--- config.mk ---
export PLATFORM = sky130hd
export DESIGN_NAME = hero_char_ctrl
export DESIGN_NICKNAME = d
export VERILOG_FILES = /design/src/rtl/hero_char_ctrl.sv
export SDC_FILE = /design/constraint.sdc
export NUM_CORES = 1
export LEC_CHECK = 0
export CORE_UTILIZATION = 40
export CTS_CLUSTER_DIAMETER = 30
export CTS_CLUSTER_SIZE = 28
export DETAILED_ROUTE_END_ITERATION = 7
export GPL_TIMING_DRIVEN = 0
export PLACE_DENSITY = 0.73
export SETUP_SLACK_MARGIN = 0.3
export SKIP_CTS_REPAIR_TIMING = 1
export SLEW_MARGIN = 5
export SYNTH_ARGS = -nofsm -noshare
export SYNTH_HDL_FRONTEND = slang
export SYNTH_SLANG_ARGS = --single-unit
--- constraint.sdc ---
create_clock -name clk -period 5.5 [get_ports clk]
set_input_delay 0.55 -clock clk [delete_from_list [all_inputs] [get_ports clk]]
set_output_delay 0.55 -clock clk [all_outputs]
set_load 0.005 [all_outputs]
--- src/rtl/hero_char_ctrl.sv ---
// hero_char_ctrl: player character movement with collision revert, plus bomb fuse.
// Each frame tick moves the character by the keys and gravity, waits for the
// renderer's collision output to settle, and undoes the move on a hit. The bomb
// runs on its own: drop on the f_key rising edge, two burning stages, then an
// explosion stage that ends by clearing the bomb.
module hero_char_ctrl #(
    parameter int START_X       = 125,
    parameter int START_Y       = 60,
    parameter int STEP_X        = 2,
    parameter int STEP_Y        = 2,
    parameter int GRAV          = 1,
    parameter int X_MIN         = 14,
    parameter int X_MAX         = 621,
    parameter int Y_MIN         = 29,
    parameter int Y_MAX         = 446,
    parameter int SETTLE        = 2,
    parameter int BOMB_DY       = 18,
    parameter int BOMB_TICKS    = 30,
    parameter int EXPLODE_TICKS = 8
) (
    input  logic       clk,
    input  logic       rst_n,
    input  logic       tick,
    input  logic       level_start,
    input  logic       key_left,
    input  logic       key_right,
    input  logic       key_up,
    input  logic       f_key,
    input  logic       coll,
    output logic [9:0] char_pos_x,
    output logic [9:0] char_pos_y,
    output logic [9:0] bomb_pos_x,
    output logic [9:0] bomb_pos_y,
    output logic [3:0] b_cnt,
    output logic       explode,
    output logic       busy
);

    // Settle counter must hold SETTLE; fuse counter must hold the longer stage length.
    localparam int SW       = $clog2(SETTLE + 2);
    localparam int FUSE_MAX = (BOMB_TICKS > EXPLODE_TICKS) ? BOMB_TICKS : EXPLODE_TICKS;
    localparam int FW       = $clog2(FUSE_MAX + 2);

    // Position arithmetic is done 11-bit signed so moves below 0 or past 1023 clamp correctly.
    localparam logic signed [10:0] STEP_X_S = 11'(STEP_X);
    localparam logic signed [10:0] STEP_Y_S = 11'(STEP_Y);
    localparam logic signed [10:0] GRAV_S   = 11'(GRAV);
    localparam logic signed [10:0] X_MIN_S  = 11'(X_MIN);
    localparam logic signed [10:0] X_MAX_S  = 11'(X_MAX);
    localparam logic signed [10:0] Y_MIN_S  = 11'(Y_MIN);
    localparam logic signed [10:0] Y_MAX_S  = 11'(Y_MAX);

    localparam logic [9:0]    START_X_U   = 10'(START_X);
    localparam logic [9:0]    START_Y_U   = 10'(START_Y);
    localparam logic [9:0]    X_MIN_U     = 10'(X_MIN);
    localparam logic [9:0]    X_MAX_U     = 10'(X_MAX);
    localparam logic [9:0]    Y_MIN_U     = 10'(Y_MIN);
    localparam logic [9:0]    Y_MAX_U     = 10'(Y_MAX);
    localparam logic [9:0]    BOMB_DY_U   = 10'(BOMB_DY);
    localparam logic [SW-1:0] SETTLE_U    = SW'(SETTLE);
    localparam logic [FW-1:0] BOMB_T_U    = FW'(BOMB_TICKS);
    localparam logic [FW-1:0] EXPLODE_T_U = FW'(EXPLODE_TICKS);

    typedef enum logic [1:0] {
        IDLE  = 2'd0,
        MOVE  = 2'd1,
        CHECK = 2'd2
    } state_t;

    state_t          state_reg, state_next;
    logic [9:0]      x_reg, y_reg;
    logic [9:0]      prev_x_reg, prev_y_reg;
    logic [SW-1:0]   settle_reg;
    logic [9:0]      bomb_x_reg, bomb_y_reg;
    logic [1:0]      stage_reg;
    logic [FW-1:0]   fuse_reg;
    logic [FW-1:0]   fuse_inc;
    logic            explode_reg;
    logic            f_key_prev_reg;
    logic            f_rise;
    logic            clear;
    logic            busy_int;

    logic signed [10:0] cur_x_s, cur_y_s;
    logic signed [10:0] nx_raw, ny_raw;
    logic [9:0]         nx, ny;

    // level_start behaves exactly like reset on every register.
    assign clear    = !rst_n || level_start;
    assign f_rise   = f_key && !f_key_prev_reg;
    assign fuse_inc = fuse_reg + FW'(1);

    // Movement FSM state register.
    always_ff @(posedge clk) begin
        if (clear) begin
            state_reg <= IDLE;
        end else begin
            state_reg <= state_next;
        end
    end

    // Movement FSM next state; ticks arriving outside IDLE are simply not looked at.
    always_comb begin
        state_next = state_reg;
        case (state_reg)
            IDLE:    if (tick) state_next = MOVE;
            MOVE:    state_next = CHECK;
            CHECK:   if (settle_reg == '0) state_next = IDLE;
            default: state_next = IDLE;
        endcase
    end

    // Movement FSM outputs.
    always_comb begin
        busy_int = (state_reg != IDLE);
    end

    // Candidate position from keys and gravity, clamped to the playfield.
    always_comb begin
        cur_x_s = signed'({1'b0, x_reg});
        cur_y_s = signed'({1'b0, y_reg});
        nx_raw  = cur_x_s;
        if (key_left && !key_right) begin
            nx_raw = cur_x_s - STEP_X_S;
        end else if (key_right && !key_left) begin
            nx_raw = cur_x_s + STEP_X_S;
        end
        ny_raw = key_up ? (cur_y_s - STEP_Y_S) : (cur_y_s + GRAV_S);

        nx = nx_raw[9:0];
        if (nx_raw < X_MIN_S) begin
            nx = X_MIN_U;
        end else if (nx_raw > X_MAX_S) begin
            nx = X_MAX_U;
        end
        ny = ny_raw[9:0];
        if (ny_raw < Y_MIN_S) begin
            ny = Y_MIN_U;
        end else if (ny_raw > Y_MAX_S) begin
            ny = Y_MAX_U;
        end
    end

    // Character position: apply move in MOVE, revert in CHECK once coll has settled.
    always_ff @(posedge clk) begin
        if (clear) begin
            x_reg      <= START_X_U;
            y_reg      <= START_Y_U;
            prev_x_reg <= START_X_U;
            prev_y_reg <= START_Y_U;
            settle_reg <= '0;
        end else begin
            case (state_reg)
                MOVE: begin
                    prev_x_reg <= x_reg;
                    prev_y_reg <= y_reg;
                    x_reg      <= nx;
                    y_reg      <= ny;
                    settle_reg <= SETTLE_U;
                end
                CHECK: begin
                    if (settle_reg == '0) begin
                        if (coll) begin
                            x_reg <= prev_x_reg;
                            y_reg <= prev_y_reg;
                        end
                    end else begin
                        settle_reg <= settle_reg - SW'(1);
                    end
                end
                default: ;
            endcase
        end
    end

    // Bomb drop, fuse stages and explosion pulse; a drop wins over a same-cycle tick.
    always_ff @(posedge clk) begin
        if (clear) begin
            f_key_prev_reg <= 1'b0;
            bomb_x_reg     <= '0;
            bomb_y_reg     <= '0;
            stage_reg      <= 2'd0;
            fuse_reg       <= '0;
            explode_reg    <= 1'b0;
        end else begin
            f_key_prev_reg <= f_key;
            explode_reg    <= 1'b0;
            if (f_rise && stage_reg == 2'd0) begin
                bomb_x_reg <= x_reg;
                bomb_y_reg <= y_reg + BOMB_DY_U;
                stage_reg  <= 2'd1;
                fuse_reg   <= '0;
            end else if (tick && stage_reg != 2'd0) begin
                if (stage_reg == 2'd3) begin
                    if (fuse_inc == EXPLODE_T_U) begin
                        stage_reg  <= 2'd0;
                        fuse_reg   <= '0;
                        bomb_x_reg <= '0;
                        bomb_y_reg <= '0;
                    end else begin
                        fuse_reg <= fuse_inc;
                    end
                end else if (fuse_inc == BOMB_T_U) begin
                    stage_reg <= stage_reg + 2'd1;
                    fuse_reg  <= '0;
                    if (stage_reg == 2'd2) begin
                        explode_reg <= 1'b1;
                    end
                end else begin
                    fuse_reg <= fuse_inc;
                end
            end
        end
    end

    assign char_pos_x = x_reg;
    assign char_pos_y = y_reg;
    assign bomb_pos_x = bomb_x_reg;
    assign bomb_pos_y = bomb_y_reg;
    assign b_cnt      = {2'b00, stage_reg};
    assign explode    = explode_reg;
    assign busy       = busy_int;

endmodule

; Word-level counts from Yosys, hierarchy flattened
; Cells that the tools add are included.
[word_totals]
regBits = 73
output_inout_bits = 46
elab_cells = 100
[op_classes]
n_addsub = 8
order_cmp = 4
n_eq_ne = 12
mux = 32
bitwise_logic = 2
n_reduce_logical = 29
[op_table]
columns = op, count
row1 = 10-bit two-way mux, 13
row2 = 10-bit case mux with 2 select lines, 2
row3 = 11-bit two-way mux, 3
row4 = "10-bit by 2-bit subtractor with 11-bit output, second input constant", 2
row5 = 5-bit two-way mux, 3
row6 = 2-bit nonzero test, 7
row7 = 2-bit two-way mux, 6
row8 = 3-bit AND reduction, 4
row9 = "10-bit by 1-bit adder with 11-bit output, second input constant", 1
row10 = "10-bit by 2-bit adder with 11-bit output, second input constant", 1
row11 = "11-bit by 10-bit greater-than comparator with 1-bit output, second input constant", 1
row12 = "11-bit greater-than comparator, second input constant", 1
row13 = "11-bit by 5-bit < comparator with 1-bit output, second input constant", 1
row14 = "11-bit by 6-bit < comparator with 1-bit output, second input constant", 1
row15 = "10-bit by 5-bit adder with 10-bit output, second input constant", 1
row16 = "2-bit inequality test, second input constant", 4
row17 = "2-bit == test, second input constant", 3
row18 = 2-bit logical NOT, 3
row19 = 2-bit case mux with 3 select lines, 1
row20 = "5-bit by 1-bit adder with 5-bit output, second input constant", 1
row21 = "5-bit by 4-bit == test with 1-bit output, second input constant", 1
row22 = "5-bit == test, second input constant", 1
row23 = 1-bit logical AND, 5
row24 = 5-bit OR reduction, 1
row25 = other kinds (13), 20

; Longest topological paths before layout
; Gate-level depths: netlist of run 1.
[logic_depth]
ltp_word = 8
mapped_depth = 10

; Least setup slack after synthesis of run 1
; Ideal clock, no wire load.
[synth_path]
path_kind = reg-to-reg
startpoint = register y_reg[1], in the netlist char_pos_y[1]
endpoint = register y_reg[0], in the netlist char_pos_y[0]
setup_ns = 0.120
t_arrival_ns = 2.491
required_time_ns = 5.380
setup_slack_ns = 2.889
stages_incl_launch_ff = 10
n_path_buf = 0
period_less_slack_ns = 2.611
cell_sequence = dfxtp_1 > inv_1 > ha_1 > and3_1 > a211oi_1 > or2b_1 > or4_4 > a211oi_2 > a211oi_1 > or2_1
[synth_via]
elab_chain_len = 6
[synth_lines]
columns = item, line
row1 = start: declaration, 71  ; logic [9:0] x_reg, y_reg;
row2 = start signal: assignment, 158  ; y_reg <= ny;
row3 = start signal: assignment, 165  ; y_reg <= prev_y_reg;
row4 = 10-bit by 1-bit adder with 11-bit output / 10-bit by 2-bit subtractor with 11-bit output (equally long branches), 128  ; ny_raw = key_up ? (cur_y_s - STEP_Y_S) : (cur_y_s + GRAV_S);
row5 = 11-bit two-way mux (*), 128
row6 = 11-bit by 10-bit greater-than comparator with 1-bit output, 139  ; end else if (ny_raw > Y_MAX_S) begin
row7 = 10-bit two-way mux, 139
row8 = 10-bit two-way mux (*), 137  ; if (ny_raw < Y_MIN_S) begin
row9 = 10-bit case mux with 2 select lines (*), 153  ; case (state_reg)
; Mark *: on every way between the ends. The rest lies on a longest branch, timed or not.
; A chain may end at the register's enable or synchronous reset.

; Worst setup path after layout of run 1
; Ends and elaborated chain as after synthesis.

==> results of run 1 <==
placed cells by master (no fill, tap or decap), drive strengths merged, types with 9 or more instances in the layout:
cell type and count:
clkdlybuf4s50 52, clkbuf 41, nand2 41, nand3 16, nor3 12, a21oi 37, or3 9, dfxtp 73
xnor2 12, buf 10, nor2 62, ha 15, xor2 9, mux2i 23, inv 19, o21ai 35
a22oi 23
worst max path at each step:
stage | depth (start not counted) | endpoint | slack (ns) | start
floorplan | 9 | char_pos_y[0]$_SDFFE_PP0P_ | 2.89 | char_pos_y[1]$_SDFFE_PP0P_
global placement | 9 | char_pos_y[0]$_SDFFE_PP0P_ | 2.18 | key_up
detailed placement | 9 | char_pos_y[0]$_SDFFE_PP0P_ | 2.13 | key_up
CTS | 9 | char_pos_y[0]$_SDFFE_PP0P_ | 2.39 | char_pos_y[1]$_SDFFE_PP0P_
global route | 9 | char_pos_y[0]$_SDFFE_PP0P_ | 2.20 | char_pos_y[1]$_SDFFE_PP0P_
finish | 9 | char_pos_y[0]$_SDFFE_PP0P_ | 2.31 | char_pos_y[1]$_SDFFE_PP0P_
cell usage after synthesis, types with 4 or more instances:
library cell and n:
a21o_1 4, ha_1 15, nand2_1 41, dfxtp_1 73, nor2_1 62, nor2b_1 6
nor4_1 5, inv_1 19, nor3_1 12, nand3_1 16, xor2_1 9, or3_1 9
nand4_1 7, nand2b_1 7, a21oi_1 37, xnor2_1 12, a31oi_1 4, clkbuf_1 30
buf_1 5, o21ai_0 34, a211oi_1 4, mux2i_1 23, a22oi_1 23, and3_1 7
through the flow:
stage | instances | power (µW) | hold WS, ns | utilization
floorplan | 526 | 648 | 0.431 | -
detailed placement | 711 | 703 | 0.461 | 0.490
global route | 727 | 1110 | 0.507 | 0.507
global placement | 711 | 699 | 0.441 | 0.490
CTS | 727 | 1070 | 0.471 | 0.507
finish | 727 | 1070 | 0.478 | 0.507
kinds of logic after synthesis:
group / Yosys count
muxes: 23
DFF: 73
buffers and inverters: 59
other: 1
adders and majority gates: 15
xor gates and xnor gates: 21
AOI/OAI and AO/OA: 131
and+or+nand+nor: 202
routing by layer:
metal | vias up | wire length (µm)
li1 | 1999 | -
met1 | 2000 | 5290
met2 | 161 | 5510
met3 | 26 | 592
met4 | 0 | 292
met5 | - | 0
area by class of cell:
| class | count | area (µm²) | area share |
|---|---|---|---|
| Clock buffer | 11 | 141 | 0.0280 |
| Timing Repair Buffer | 52 | 520 | 0.103 |
| Inverter | 19 | 71.3 | 0.0141 |
| Multi-Input combinational cell | 394 | 2490 | 0.493 |
| Buffer | 40 | 164 | 0.0325 |
| Clock inverter | 5 | 31.3 | 0.00620 |
| Tap cell | 133 | 166 | 0.0330 |
| Sequential cell | 73 | 1460 | 0.290 |
power breakdown:
part / total, µW / switching [µW] / internal [µW]
combinational: 147 / 85.3 / 61.5
sequential: 547 / 9.24 / 538
clock: 380 / 205 / 175
total: 1070 / 300 / 774
worst reg2reg max path: stages (launching register included):
cell and delay [ns]:
dfxtp_1 0.50, inv_1 0.19, ha_1 0.27, and3_1 0.19, a211oi_1 0.37, or2b_1 0.29, or4_4 0.53, a211oi_2 0.38
a211oi_1 0.11, or2_1 0.25
==> out/qor.csv, run 1 <==
metric,value,unit
post-place-ws,2.13,ns
cts_buffers,9,
worstMarginPinSlew,0.800,ns
gr-total-overflow,0,
clk_latency,0.35,ns
critical_path_class,reg2reg,
ys_types,66,
crit_chain,"inv_1, ha_1, and3_1, a211oi_1, or2b_1, or4_4, a211oi_2, a211oi_1, or2_1",
netlist_instances,525,
num_rows,36,
drive_above_1_share,0.0539,
vias,4186,
synthTopCellsByArea,"dfxtp_1 35%, nor2_1 5.6%, mux2i_1 5.5%",
critPathMaxFanout,9,
synth_area_per_cell,7.97,µm²
syn_area,4180,µm²
cp_num_buf_inv,1,
fin_nets,613,
gr-usage-met3,0.0345,
rr_worst_depth,9,
synth_adder_area_share,0.0449,
min_to,prev_x_reg[5]$_SDFFE_PP1P_,
cts_tree,built,
grt_usage,0.217,
async_reset_ff_frac,0,
use_met1,0.288,
met2_usage,0.348,
yosys_most_used_dff,dfxtp_1,
wire_per_inst,16.1,µm
timing.fmax,0.313,GHz
synth-seq-cells,73,
finalHoldViolCount,0,
fillers,941,
hold_class,reg2reg,
place_area,4870,µm²
finalCritPeriodShare,0.580,
critPathRequiredTime,5.75,ns
maxSlewHeadroom,0.467,
regToRegStartpoint,char_pos_y[1]$_SDFFE_PP0P_,
num_antenna_cells,0,
critPathMostFrequentCell,a211oi_1,
setup_ws,2.31,ns
busiest_layer,met2,
area_delta_synth_final,20.6,%
peakVddDrop,114,µV
synth-xor-area-share,0.0440,
power_density,213,nW/µm²
outcome,completed,
synth_simple_gate_area_frac,0.248,
drtPass1Iterations,6,
slowest_delay,0.53,ns
hold_start,prev_x_reg[5]$_SDFFE_PP1P_,
startpoint_type,register,
dpl.hpwl,8.59,mm
hold_depth,2,
synthDominantCellAreaShare,0.349,
synth_top_family_by_area,simple AND/OR/NAND/NOR gates,
grt_max_degree,13,
portBuffers,52,
htree_levels,3,
timing.rr.end,char_pos_y[0]$_SDFFE_PP0P_,
rsz0062_at_grt,false,
pin_count,55,
drcViolationCount,0,
critPathCaptureType,register,
grt_pass1_wl,19.1,mm
finalSetupViolCount,0,
clock_path_buffers,2,
path_clk_slew,0.08,ns
synth_top_area_cell,dfxtp_1,
critPathTopFamily,simple AND/OR/NAND/NOR gates,
cts_root_buf,clkbuf_8,
cts.sinks,73,
die_h,104,µm
synthMuxAreaShare,0.0550,
fp.coreArea,9950,µm²
yosys_warnings,0,
grt_antenna_before_repair,0,
via_per_inst,5.76,
post-route-min-period,3.19,ns
wirelength,11.7,mm
start_util,0.420,
clock_skew,0.00656,ns
worst_ep_arrival_time,3.44,ns
globalplace.congestion,0.857,
drv_cap,0,
tns,0,ns
postLayoutCellArea,5050,µm²
slew_viol_final,0,
dieArea,10900,µm²
slowest_stage,or4_4,
first_iter_violations,357,
power.leakage,0.00184,µW
ff2ff_setup_slack,2.31,ns
drtAntennaViolNets,0,
ys_seq_area_frac,0.349,
die_w,104,µm
grt_pass1_vias,3856,
synth_compound_area_frac,0.201,
synth_edf_count,0,
No activity file was read; power rests on OpenSTA's default activity.
==> inputs of run 2 (changes only) <==
==> constraint.sdc (replaced) <==
create_clock -name clk -period 3 [get_ports clk]
set_input_delay 0.3 -clock clk [delete_from_list [all_inputs] [get_ports clk]]
set_output_delay 0.3 -clock clk [all_outputs]
set_load 0.005 [all_outputs]
==> out/qor.csv, run 2 (synthesized netlist as in run 1, its figures left out) <==
metric,value,unit,change
clockPowerShare,0.353,,was 0.354
grt_pass1_wl,19.1,mm,unchanged
power_density,381,nW/µm²,was 213 nW/µm²
num_rows,36,,unchanged
worstMarginPinSlew,0.806,ns,was 0.800 ns
gr-total-overflow,0,,unchanged
clock_path_buffers,2,,unchanged
drv_cap,0,,unchanged
grt_antenna_before_repair,0,,unchanged
drcViolationCount,0,,unchanged
postLayoutCellArea,5190,µm²,was 5050 µm²
whs,0.477,ns,was 0.478 ns
num_antenna_cells,0,,unchanged
drive_above_1_share,0.0997,,was 0.0539
grt_max_degree,13,,unchanged
cts.sinks,73,,unchanged
hold_depth,2,,unchanged
slew_viol_final,0,,unchanged
via_per_inst,5.77,,was 5.76
start_util,0.420,,unchanged
area_delta_synth_final,24.2,%,was 20.6%
post-route-min-period,2.67,ns,was 3.19 ns
maxSlewHeadroom,0.463,,was 0.467
hold_class,reg2reg,,unchanged
path_clk_slew,0.08,ns,about the same
timing.fmax,0.374,GHz,was 0.313 GHz
htree_levels,3,,unchanged
critPathRequiredTime,3.25,ns,was 5.75 ns
peakVddDrop,208,µV,was 114 µV
power.switching,554,µW,was 300 µW
finalSetupViolCount,0,,unchanged
design_power_total,1980,µW,was 1070 µW
clock_skew,0.00718,ns,was 0.00656 ns
pin_count,55,,unchanged
mostFrequentLayoutCells,"70 x dfxtp_1, 62 x nor2_1, 52 x clkdlybuf4s50_1",,"was 73 x dfxtp_1, 62 x nor2_1, 52 x clkdlybuf4s50_1"
wirelength,12.0,mm,was 11.7 mm
dp.cells,711,,unchanged
critPathCaptureType,register,,unchanged
critical_path_class,reg2reg,,unchanged
grt_pass1_vias,3856,,unchanged
startpoint_type,register,,unchanged
final_cells,735,,was 727
first_iter_violations,313,,was 357
critPathMaxFanout,6,,was 9
switching_share,0.280,,was 0.279
internal_power,1420,µW,was 774 µW
vias,4239,,"was 4,186"
tns,0,ns,unchanged
portBuffers,52,,unchanged
p_comb_frac,0.140,,was 0.137
cts_tree,built,,unchanged
cts_buffers,9,,unchanged
place_area,4870,µm²,unchanged
dpl.hpwl,8.59,mm,unchanged
fp.coreArea,9950,µm²,unchanged
drtAntennaViolNets,0,,unchanged
power.leakage,0.00193,µW,was 0.00184 µW
worst_ep_arrival_time,2.92,ns,was 3.44 ns
outcome,completed,,unchanged
drtPass1Iterations,5,,was 6
die_h,104,µm,unchanged
p_seq_frac,0.507,,was 0.510
finalCritPeriodShare,0.891,,was 0.580
final_common_cell,dfxtp_1,,unchanged
rsz0062_at_grt,true,,was false
cts_root_buf,clkbuf_8,,unchanged
die_w,104,µm,unchanged
rr_worst_depth,9,,unchanged
grt_usage,0.217,,unchanged
fin_nets,621,,was 613
clk_latency,0.35,ns,about the same
dieArea,10900,µm²,unchanged
finalHoldViolCount,0,,unchanged
globalplace.congestion,0.857,,unchanged
wire_per_inst,16.3,µm,was 16.1 µm
==> run 2: final timing paths <==
path	startpoint	end	slack, ns
setup / recovery	char_pos_y[1]$_SDFFE_PP0P_	char_pos_y[0]$_SDFFE_PP0P_	0.33
setup reg to reg	char_pos_y[1]$_SDFFE_PP0P_	char_pos_y[0]$_SDFFE_PP0P_	0.33
hold / removal	prev_x_reg[5]$_SDFFE_PP1P_	prev_x_reg[5]$_SDFFE_PP1P_	0.48
hold reg to reg	prev_x_reg[5]$_SDFFE_PP1P_	prev_x_reg[5]$_SDFFE_PP1P_	0.48
==> run 2: stage by stage <==
stage                     worst slack (ns)   util
after global routing                 0.248  0.522
after floorplan                      0.389      -
after detailed placement            -0.121  0.490
final                                0.326  0.522
after global placement             -0.0723  0.490
after CTS                           -0.109  0.507
==> run 2: area by class of cell <==
class,instances,area (µm²)
repair buffers,60,586
plain buffers,40,178
inverters,19,71.3
flip-flops and latches,73,1470
fillers,922,4760
clock inverters,5,31.3
clock buffers,11,141
well taps,133,166
multi-input cells,394,2550
==> run 2: power groups by stage <==
stage	registers, µW	logic [µW]	clock network [µW]
floorplan	1020	167	0
global placement	1020	257	0
detailed placement	1030	263	0
CTS	1000	265	701
global route	1000	302	741
finish	1000	277	698
==> run 2: layer usage <==
metal  global-route usage  vias to the layer above  wire length (µm)
li1                     -                     2015                 -
met2                0.348                      167              5680
met3               0.0345                       28               647
met1                0.288                     2029              5360
met4               0.0898                        0               303
met5                    0                        -                 0
==> run 2: critical path, stage by stage (launching register included) <==
cell and delay [ns]:
dfxtp_4 0.39, inv_2 0.08, ha_1 0.23, and3_1 0.20, a211oi_2 0.27, or2b_1 0.28, or4_4 0.45, a211oi_4 0.33
a211oi_2 0.09, or2_1 0.24
==> inputs of run 3 (changes only) <==
--- a/config.mk
+++ b/config.mk
@@ -6,6 +6,7 @@
 export NUM_CORES = 1
 export LEC_CHECK = 0
 export CORE_UTILIZATION = 40
+export CTS_BUF_LIST = sky130_fd_sc_hd__clkbuf_2
 export CTS_CLUSTER_DIAMETER = 30
 export CTS_CLUSTER_SIZE = 28
 export DETAILED_ROUTE_END_ITERATION = 7
==> out/qor.csv, run 3 (synthesized netlist as in run 1, its figures left out) <==
metric,value,unit,change
outcome,completed,,unchanged
finalCritPeriodShare,0.881,,was 0.891
clk_latency,0.51,ns,was 0.35 ns
use_met1,0.287,,was 0.288
pin_count,55,,unchanged
power_density,342,nW/µm²,was 381 nW/µm²
critPathMaxFanout,8,,was 6
dieArea,10900,µm²,unchanged
area_delta_synth_final,22.2,%,was 24.2%
hold_start,f_key,,was prev_x_reg[5]$_SDFFE_PP1P_
fin_nets,619,,was 621
worstMarginPinSlew,0.805,ns,was 0.806 ns
drcViolationCount,0,,unchanged
tns,0,ns,unchanged
startpoint,char_pos_y[2]$_SDFFE_PP1P_,,was char_pos_y[1]$_SDFFE_PP0P_
cts_root_buf,clkbuf_2,,was clkbuf_8
clock_path_buffers,2,,unchanged
portBuffers,52,,unchanged
gr-total-overflow,0,,unchanged
post-route-min-period,2.64,ns,was 2.67 ns
finalSetupViolCount,0,,unchanged
critPathRequiredTime,3.44,ns,was 3.25 ns
wirelength,12.0,mm,about the same
worst_ep_arrival_time,3.08,ns,was 2.92 ns
drive_above_1_share,0.102,,was 0.0997
cts.sinks,73,,unchanged
gr-usage-met3,0.0326,,was 0.0345
grt_pass1_vias,3835,,"was 3,856"
first_iter_violations,302,,was 313
finalHoldViolCount,0,,unchanged
globalplace.congestion,0.857,,unchanged
vias,4266,,"was 4,239"
cts_tree,built,,unchanged
wire_per_inst,16.3,µm,about the same
num_rows,36,,unchanged
drtPass1Iterations,6,,was 5
peakVddDrop,166,µV,was 208 µV
final_common_cell,dfxtp_1,,unchanged
slowest_stage,o41ai_2,,was or4_4
dp.cells,711,,unchanged
die_w,104,µm,unchanged
num_antenna_cells,0,,unchanged
grt_antenna_before_repair,0,,unchanged
start_util,0.420,,unchanged
power.leakage,0.00191,µW,was 0.00193 µW
grt_max_degree,13,,unchanged
rsz0062_at_grt,false,,was true
final_cells,733,,was 735
hold_class,in2reg,,was reg2reg
timing.fmax,0.378,GHz,was 0.374 GHz
die_h,104,µm,unchanged
met2_usage,0.346,,was 0.348
via_per_inst,5.82,,was 5.77
setup_ws,0.356,ns,was 0.326 ns
drtAntennaViolNets,0,,unchanged
grt_usage,0.214,,was 0.217
post-place-ws,-0.121,ns,unchanged
whs,0.396,ns,was 0.477 ns
fp.coreArea,9950,µm²,unchanged
htree_levels,3,,unchanged
path_clk_slew,0.20,ns,was 0.08 ns
slew_viol_final,0,,unchanged
grt_pass1_wl,19.0,mm,was 19.1 mm
ff2ff_setup_slack,0.36,ns,was 0.33 ns
drv_cap,0,,unchanged
regToRegStartpoint,char_pos_y[2]$_SDFFE_PP1P_,,was char_pos_y[1]$_SDFFE_PP0P_
critical_path_class,reg2reg,,unchanged
dpl.hpwl,8.59,mm,unchanged
design_power_total,1750,µW,was 1980 µW
cts_buffers,9,,unchanged
maxSlewHeadroom,0.463,,about the same
busiest_layer,met2,,unchanged
mostFrequentLayoutCells,"69 x dfxtp_1, 62 x nor2_1, 52 x clkdlybuf4s50_1",,"was 70 x dfxtp_1, 62 x nor2_1, 52 x clkdlybuf4s50_1"
critPathCaptureType,register,,unchanged
clock_skew,0.0145,ns,was 0.00718 ns
startpoint_type,register,,unchanged
slowest_delay,0.46,ns,was 0.45 ns
crit_chain,"buf_4, or3b_4, or3_1, o41ai_2, nor2_1, o41a_1, and3b_1, o221ai_1",,"was inv_2, ha_1, and3_1, a211oi_2, or2b_1, or4_4, a211oi_4, a211oi_2, or2_1"
==> run 3: where the power goes <==
group / switching [µW] / total [µW] / internal, µW
logic: 161 / 278 / 118
clock network: 356 / 463 / 107
registers: 17.1 / 1010 / 988
==> run 3: final timing paths <==
path,cells past startpoint,end
worst max-delay path,8,char_pos_y[2]$_SDFFE_PP1P_
worst min-delay path,2,f_key_prev_reg$_SDFF_PP0_
worst max register to register,8,char_pos_y[2]$_SDFFE_PP1P_
worst min register to register,2,char_pos_y[9]$_SDFFE_PP0P_
==> run 3: through the flow <==
step                      utilization  area [µm²]
final                           0.513        5110
after floorplan                     -        4190
after global routing            0.513        5110
after global placement          0.490        4870
after CTS                       0.498        4960
after detailed placement        0.490        4870
==> run 3: layout make-up <==
class	count	area (µm²)
Tap cell	133	166
Clock inverter	6	35.0
Buffer	40	178
Clock buffer	10	50.0
Multi-Input combinational cell	394	2570
Sequential cell	73	1470
Timing Repair Buffer	58	571
Fill cell	945	4840
Inverter	19	71.3
==> run 3: routing by layer <==
layer	vias up	wire length (µm)
met5	-	0
met4	0	274
li1	2009	-
met1	2036	5230
met3	31	720
met2	190	5740
==> run 3: critical path, delay by kind of cell, from the launching register on <==
kind	cells	cell delay, ns
AOI/OAI and AO/OA	3	0.91
buffers and inverters	1	0.14
DFF	1	0.42
and+or+nand+nor	4	1.11
